--- src/rtl/sm_addsub_pipe.sv ---
// Three-stage sign-magnitude add/sub/accumulate pipeline with a valid/ready stream
// interface, a saturating two's-complement accumulator and a per-result clamp flag.
module sm_addsub_pipe #(
    parameter int WIDTH = 18,
    parameter int ACC_W = 24
) (
    input  logic               wb_clk_i,
    input  logic               wb_rst_ni,
    input  logic               in_valid,
    output logic               in_ready,
    input  logic [1:0]         in_op,
    input  logic [WIDTH-1:0]   in_p,
    input  logic [WIDTH-1:0]   in_q,
    output logic               out_valid,
    input  logic               out_ready,
    output logic [ACC_W-1:0]   out_res,
    output logic               out_ovf,
    output logic [1:0]         out_op
);

    localparam int N  = ACC_W + 1;
    localparam int M  = ACC_W;
    localparam int LV = $clog2(M);

    localparam logic [1:0] OP_ADD  = 2'b00;
    localparam logic [1:0] OP_SUB  = 2'b01;
    localparam logic [1:0] OP_ACC  = 2'b10;
    localparam logic [1:0] OP_LOAD = 2'b11;

    localparam logic [N-1:0] ONE_N      = {{(N-1){1'b0}}, 1'b1};
    localparam logic [N-1:0] MAXMAG_TC  = {2'b00, {(ACC_W-1){1'b1}}};
    localparam logic [N-1:0] NEGMAX_TC  = ~MAXMAG_TC + ONE_N;

    function automatic logic [N-1:0] neg_tc(input logic [N-1:0] v);
        return ~v + ONE_N;
    endfunction

    // Negating a zero magnitude yields zero, so -0 folds to 0 here.
    function automatic logic [N-1:0] sm_to_tc(input logic [WIDTH-1:0] sm);
        logic [N-1:0] mag;
        mag = {{(N-WIDTH+1){1'b0}}, sm[WIDTH-2:0]};
        if (sm[WIDTH-1]) begin
            return neg_tc(mag);
        end else begin
            return mag;
        end
    endfunction

    // Returns {ovf, clamped value}.
    function automatic logic [N:0] clamp_tc(input logic [N-1:0] v);
        if ($signed(v) > $signed(MAXMAG_TC)) begin
            return {1'b1, MAXMAG_TC};
        end else if ($signed(v) < $signed(NEGMAX_TC)) begin
            return {1'b1, NEGMAX_TC};
        end else begin
            return {1'b0, v};
        end
    endfunction

    function automatic logic [ACC_W-1:0] tc_to_sm(input logic [N-1:0] v);
        logic [N-1:0] mag;
        if (v[N-1]) begin
            mag = neg_tc(v);
        end else begin
            mag = v;
        end
        return {v[N-1], mag[ACC_W-2:0]};
    endfunction

    logic             w_en;
    logic             r_s1_valid;
    logic [1:0]       r_s1_op;
    logic [N-1:0]     r_s1_p;
    logic [N-1:0]     r_s1_q;
    logic             r_s2_valid;
    logic [1:0]       r_s2_op;
    logic [N-1:0]     r_s2_sum;
    logic [N-1:0]     r_acc;
    logic             r_out_valid;
    logic [1:0]       r_out_op;
    logic [ACC_W-1:0] r_out_res;
    logic             r_out_ovf;

    logic [N-1:0]     w_s2_b;
    logic [N-1:0]     w_s2_half;
    logic [N-1:0]     w_s2_sum;
    logic [N:0]       w_s2_clamp;
    logic [N:0]       w_s3_clamp;
    logic [M-1:0]     w_pg_g [0:LV];
    logic [M-1:0]     w_pg_p [0:LV-1];

    assign w_en      = !(r_out_valid && !out_ready);
    assign in_ready  = w_en;
    assign out_valid = r_out_valid;
    assign out_op    = r_out_op;
    assign out_res   = r_out_res;
    assign out_ovf   = r_out_ovf;

    // Stage 1: capture the beat and convert both operands to two's complement.
    always_ff @(posedge wb_clk_i) begin
        if (!wb_rst_ni) begin
            r_s1_valid <= 1'b0;
            r_s1_op    <= OP_ADD;
            r_s1_p     <= '0;
            r_s1_q     <= '0;
        end else if (w_en) begin
            r_s1_valid <= in_valid;
            r_s1_op    <= in_op;
            r_s1_p     <= sm_to_tc(in_p);
            if (in_op == OP_SUB) begin
                r_s1_q <= neg_tc(sm_to_tc(in_q));
            end else begin
                r_s1_q <= sm_to_tc(in_q);
            end
        end
    end

    // Second adder input depends on the opcode.
    always_comb begin
        w_s2_b = '0;
        case (r_s1_op)
            OP_ADD:  w_s2_b = r_s1_q;
            OP_SUB:  w_s2_b = r_s1_q;
            OP_ACC:  w_s2_b = r_acc;
            OP_LOAD: w_s2_b = '0;
            default: w_s2_b = '0;
        endcase
    end

    // Kogge-Stone carry network over the low M bits; the top sum bit only needs carry M-1.
    always_comb begin
        w_s2_half = r_s1_p ^ w_s2_b;
        w_pg_g[0] = r_s1_p[M-1:0] & w_s2_b[M-1:0];
        w_pg_p[0] = w_s2_half[M-1:0];
        for (int l = 0; l < LV - 1; l++) begin
            for (int i = 0; i < M; i++) begin
                if (i >= (32'sd1 <<< l)) begin
                    w_pg_p[l+1][i] = w_pg_p[l][i] & w_pg_p[l][i - (32'sd1 <<< l)];
                end else begin
                    w_pg_p[l+1][i] = w_pg_p[l][i];
                end
            end
        end
        for (int l = 0; l < LV; l++) begin
            for (int i = 0; i < M; i++) begin
                if (i >= (32'sd1 <<< l)) begin
                    w_pg_g[l+1][i] = w_pg_g[l][i]
                                   | (w_pg_p[l][i] & w_pg_g[l][i - (32'sd1 <<< l)]);
                end else begin
                    w_pg_g[l+1][i] = w_pg_g[l][i];
                end
            end
        end
        w_s2_sum   = w_s2_half ^ {w_pg_g[LV], 1'b0};
        w_s2_clamp = clamp_tc(w_s2_sum);
    end

    // Stage 2: register the raw sum; ACC/LOAD commit the clamped sum to the accumulator.
    always_ff @(posedge wb_clk_i) begin
        if (!wb_rst_ni) begin
            r_s2_valid <= 1'b0;
            r_s2_op    <= OP_ADD;
            r_s2_sum   <= '0;
            r_acc      <= '0;
        end else if (w_en) begin
            r_s2_valid <= r_s1_valid;
            r_s2_op    <= r_s1_op;
            r_s2_sum   <= w_s2_sum;
            if (r_s1_valid && r_s1_op[1]) begin
                r_acc <= w_s2_clamp[N-1:0];
            end
        end
    end

    assign w_s3_clamp = clamp_tc(r_s2_sum);

    // Stage 3: clamp, flag and convert back to sign-magnitude into the output registers.
    always_ff @(posedge wb_clk_i) begin
        if (!wb_rst_ni) begin
            r_out_valid <= 1'b0;
            r_out_op    <= OP_ADD;
            r_out_res   <= '0;
            r_out_ovf   <= 1'b0;
        end else if (w_en) begin
            r_out_valid <= r_s2_valid;
            if (r_s2_valid) begin
                r_out_op  <= r_s2_op;
                r_out_res <= tc_to_sm(w_s3_clamp[N-1:0]);
                r_out_ovf <= w_s3_clamp[N];
            end
        end
    end

endmodule

--- config.mk ---
export PLATFORM = sky130hd
export DESIGN_NAME = sm_addsub_pipe
export DESIGN_NICKNAME = d
export VERILOG_FILES = /design/src/rtl/sm_addsub_pipe.sv
export SDC_FILE = /design/constraint.sdc
export NUM_CORES = 1
export LEC_CHECK = 0
export ABC_CLOCK_PERIOD_IN_PS = 12500
export CAP_MARGIN = 30
export CORE_MARGIN = 3
export CORE_UTILIZATION = 45
export DETAILED_ROUTE_END_ITERATION = 12
export PLACE_DENSITY = 0.77
export RECOVER_POWER = 50
export SLEW_MARGIN = 20
export SYNTH_ARGS = -nofsm -noshare
export SYNTH_HDL_FRONTEND = slang
export SYNTH_SLANG_ARGS = --single-unit
--- constraint.sdc ---
create_clock -name wb_clk_i -period 12.5 [get_ports wb_clk_i]
set_clock_uncertainty 0.05 [all_clocks]
set_input_delay 2.5 -clock wb_clk_i [delete_from_list [all_inputs] [get_ports wb_clk_i]]
set_output_delay 2.5 -clock wb_clk_i [all_outputs]
set_load 0.005 [all_outputs]
# == Word-level counts from Yosys, hierarchy flattened ==
# Cells that the tools add are included.
# word_totals
in_bits,42
output_inout_bits,29
wordCells,296
reg_bits,134
# op_classes
order_cmp,4
mux,12
add_sub_neg,4
n_reduce_logical,8
bitwise,252
eq_ne,4
# ops
operator,count
25-bit 2-to-1 mux,8
1-bit bitwise AND,155
1-bit OR,89
25-bit by 1-bit adder with 25-bit output (second input constant),3
25-bit case mux with 3 select lines,1
26-bit 2-to-1 mux,2
25-bit by 24-bit greater-than comparator with 1-bit output (second input constant),2
25-bit by 24-bit < comparator with 1-bit output (second input constant),2
17-bit NOT with 25-bit output,2
25-bit bitwise XOR,2
25-bit NOT,1
24-bit bitwise AND,1
23-bit by 1-bit adder with 23-bit output (second input constant),1
23-bit 2-to-1 mux,1
23-bit NOT,1
2-bit by 1-bit == test with 1-bit output (second input constant),2
2-bit == test (second input constant),2
2-bit AND reduction,2
1-bit logical AND,2
1-bit logical NOT,2
2-bit logical NOT,1
2-bit OR reduction,1
1-bit NOT,1

# == Longest topological paths before layout ==
# logic_depth
ltp_word,17
mapped_depth,18
depth_no_buf,15

# == Worst setup path before layout ==
# OpenSTA, ideal clock, no wires.
# synth_path
kind,input to output
from,input port out_ready
to,output port in_ready
arrival_ps,3319
cell_stages,4
slack_ps,6631
cell_sequence,nor2b_1 > clkinv_1 > clkbuf_1 > clkbuf_1
# synth_between
elab_chain_len,3
# synth_lines
element,line_no,source
"start, declared",15,"input logic out_ready,"
1-bit logical NOT,92,assign w_en = !(r_out_valid && !out_ready);
1-bit logical AND,92,
1-bit logical NOT,92,
"end, declared",10,"output logic in_ready,"
# No other way between the ends.

# == Final worst setup path ==
# Same ends and word-level chain as after synthesis.

==> impl_metrics.env <==
export IMPL_status="finished, violations left"
export IMPL_violations="capacitance limit, slew limit"
export IMPL_yosysWarningCount=0
export IMPL_die_h_um=143
export IMPL_n_antenna_cell=0
export IMPL_end_kind="output port"
export IMPL_finish_utilization=0.542
export IMPL_drv_cap=2
export IMPL_layout_drive_gt1_share=0.0655
export IMPL_r2r_end="r_acc[9]"
export IMPL_r2r_setup_slack_ns=6.85
export IMPL_syn_nets=1191
export IMPL_synth_area_um2=8420
export IMPL_cts_tree="done"
export IMPL_dpl_cell_area_um2=9210
export IMPL_hold_path_end="r_s1_q[3]"
export IMPL_mostFrequentLayoutCells="146 x nand2_1, 134 x dfxtp_1, 118 x a21oi_1"
export IMPL_clockBufferDepth=2
export IMPL_synth_top_flop_cell="dfxtp_1"
export IMPL_clk_pin_slew_ns=0.05
export IMPL_setup_viol=0
export IMPL_multi_input_area_um2=5310
export IMPL_cp_max_fo=68
export IMPL_die_area_um2=20400
export IMPL_final_common_cell="nand2_1"
export IMPL_root_buffer="clkbuf_16"
export IMPL_ant_nets=0
export IMPL_clk_latency_ns=0.42
export IMPL_grt_util_all_layers=0.223
export IMPL_drtIter0Drc=746
export IMPL_maxSlewHeadroom=-0.898
export IMPL_crit_type="primary input to output port"
export IMPL_post_drt_via_cell_ratio=5.93
export IMPL_worstMarginPinSlew_ns=2.85
export IMPL_synth_cells=1118
export IMPL_cts_htree_levels=4
export IMPL_final_max_slew_viol_count=117
export IMPL_stdcell_area_um2=9830
export IMPL_drt_wirelength_per_cell_um=16.6
export IMPL_max_freq_mhz=106
export IMPL_grt_max_degree=88
export IMPL_post_route_drc_count=0
export IMPL_synth_yosys_seq_area_share=0.319
export IMPL_fin_crit_sh=0.757
export IMPL_area_growth_pct=16.8
export IMPL_rsz0062_at_grt="false"
export IMPL_cts_setup_buffers=0
export IMPL_fin_ws_ns=3.04
export IMPL_worstPathRequired_ns=9.95
export IMPL_hold_viol=0
export IMPL_p_per_area_nw_per_um2=135
export IMPL_die_w_um=143
export IMPL_antenna_found_initial=0
export IMPL_fillers=1700
export IMPL_cts_num_sinks=134
export IMPL_synth_largest_area_cell="dfxtp_1"
export IMPL_layout_nets=1221
export IMPL_numCtsBuffers=17
export IMPL_critical_path_startpoint_type="primary input"
export IMPL_synth_edf_count=0
export IMPL_ys_ff_latch=134
export IMPL_synth_area_per_cell_um2=7.53
export IMPL_leakagePower_nw=3.81
export IMPL_worstHoldPathType="register to register"
export IMPL_synth_top_area_frac=0.319
export IMPL_fin_crit_ns=9.46
export IMPL_num_vias=8235
export IMPL_place_gp_congestion=0.921
export IMPL_synth_cell_types=71
export IMPL_grt_pass1_wl_um=37300
export IMPL_tns_ns=0
export IMPL_worstPathArrival_ns=6.91
export IMPL_seq_area_um2=2680
export IMPL_r2r_cells=9
export IMPL_worstHoldStart="r_s1_q[3]"
export IMPL_hpwl_um=16700
export IMPL_gr_total_overflow=0
export IMPL_start_util=0.464
export IMPL_detail_route_first_pass_iterations=5
export IMPL_hold_path_depth=2
export IMPL_cts_resized=0
export IMPL_io_buffers=70
export IMPL_place_ws_ns=5.26
export IMPL_core_um2=18100
export IMPL_fp_row_count=49
export IMPL_synth_area_leaders="dfxtp_1 32%, a21oi_1 7.0%, nand2_1 6.5%, nor2_1 4.8%, ha_1 4.5%"
export IMPL_hold_buffers=0
export IMPL_grt_pass1_vias=7384
export IMPL_io_pins=71
export IMPL_peakVddDrop_mv=0.0900
export IMPL_r2r_start="out_valid"
export IMPL_drt_total_wl_um=23000
export IMPL_ys_async_sr_fraction=0
==> layer usage <==
metal	share of wire	track usage
met5	0	0
met2	0.47	0.354
met4	0.021	0.0700
met1	0.46	0.310
met3	0.058	0.0362
==> report_power, final <==
group / internal, mW / switching (mW)
clock: 0.314 / 0.183
sequential: 0.462 / 0.0293
combinational: 0.129 / 0.208
==> kinds of logic (layout without fill, tap and decap cells) <==
logic type,after synthesis,count (layout),share of synthesized area
flops,134,134,0.319
xor+xnor,67,67,0.0715
buf+inv,116,158,0.0535
fa+ha+maj,33,33,0.0493
simple gates,397,397,0.216
compound gates,366,366,0.285
mux,5,5,0.00594
==> cells in the mapped netlist, types with 3 or more instances <==
library cell	count
nand2_1	146
dfxtp_1	134
a21oi_1	118
nor2_1	108
o21ai_0	75
clkbuf_1	64
inv_1	43
xor2_1	37
a211oi_1	34
nor3_1	32
ha_1	30
xnor2_1	28
nand3_1	23
o22ai_1	21
a211oi_2	20
nor2b_1	19
o31ai_1	15
o211ai_1	13
a31oi_1	12
nand4_1	10
a21o_1	8
nand2b_1	8
nor4_1	8
or3_1	8
and3_1	7
o21ai_1	6
or4_1	6
buf_1	5
mux2i_1	5
o41ai_1	5
and2_1	4
and4_1	4
o211a_1	4
a211o_1	3
o2111ai_1	3
o21a_1	3
o311ai_0	3
o31a_1	3
or2_2	3
==> state kept, by name, summed over array words and instances, names as in the netlist <==
name	count
out_valid	1
r_s2_valid	1
r_s1_valid	1
out_res	24
r_s2_sum	25
r_s1_op	2
out_ovf	1
r_s1_q	25
out_op	2
r_s1_p	25
r_s2_op	2
r_acc	25
==> through the flow <==
| step | total power [mW] | hold slack [ns] | instances |
|---|---|---|---|
| final | 1.33 | 0.401 | 1389 |
| after floorplan | 0.726 | 0.376 | 1118 |
| after CTS | 1.32 | 0.403 | 1386 |
| after detailed placement | 0.828 | 0.397 | 1355 |
| after global placement | 0.822 | 0.389 | 1355 |
| after global routing | 1.38 | 0.412 | 1389 |
==> area by class of cell <==
type | count | share of cell area
Multi-Input combinational cell | 868 | 0.540
Sequential cell | 134 | 0.273
Timing Repair Buffer | 82 | 0.0817
Clock buffer | 24 | 0.0500
Tap cell | 229 | 0.0291
Inverter | 45 | 0.0173
Clock inverter | 7 | 0.00954
==> worst max-delay path, stage by stage <==
cell	delay, ns
dlygate4sd3_1	0.57
nor2b_4	0.10
clkbuf_1	2.00
inv_2	1.03
clkdlybuf4s50_1	0.67
==> how the worst max path moves through the flow <==
stage / end / from / cells after the start / slack (ns)
after floorplan: in_ready / out_ready / 4 / 6.63
after global routing: in_ready / out_ready / 5 / 2.61
final: in_ready / out_ready / 5 / 3.04
after CTS: in_ready / out_ready / 5 / 5.27
after global placement: in_ready / out_ready / 5 / 5.28
after detailed placement: in_ready / out_ready / 5 / 5.26
No activity file was read; power rests on OpenSTA's default activity.
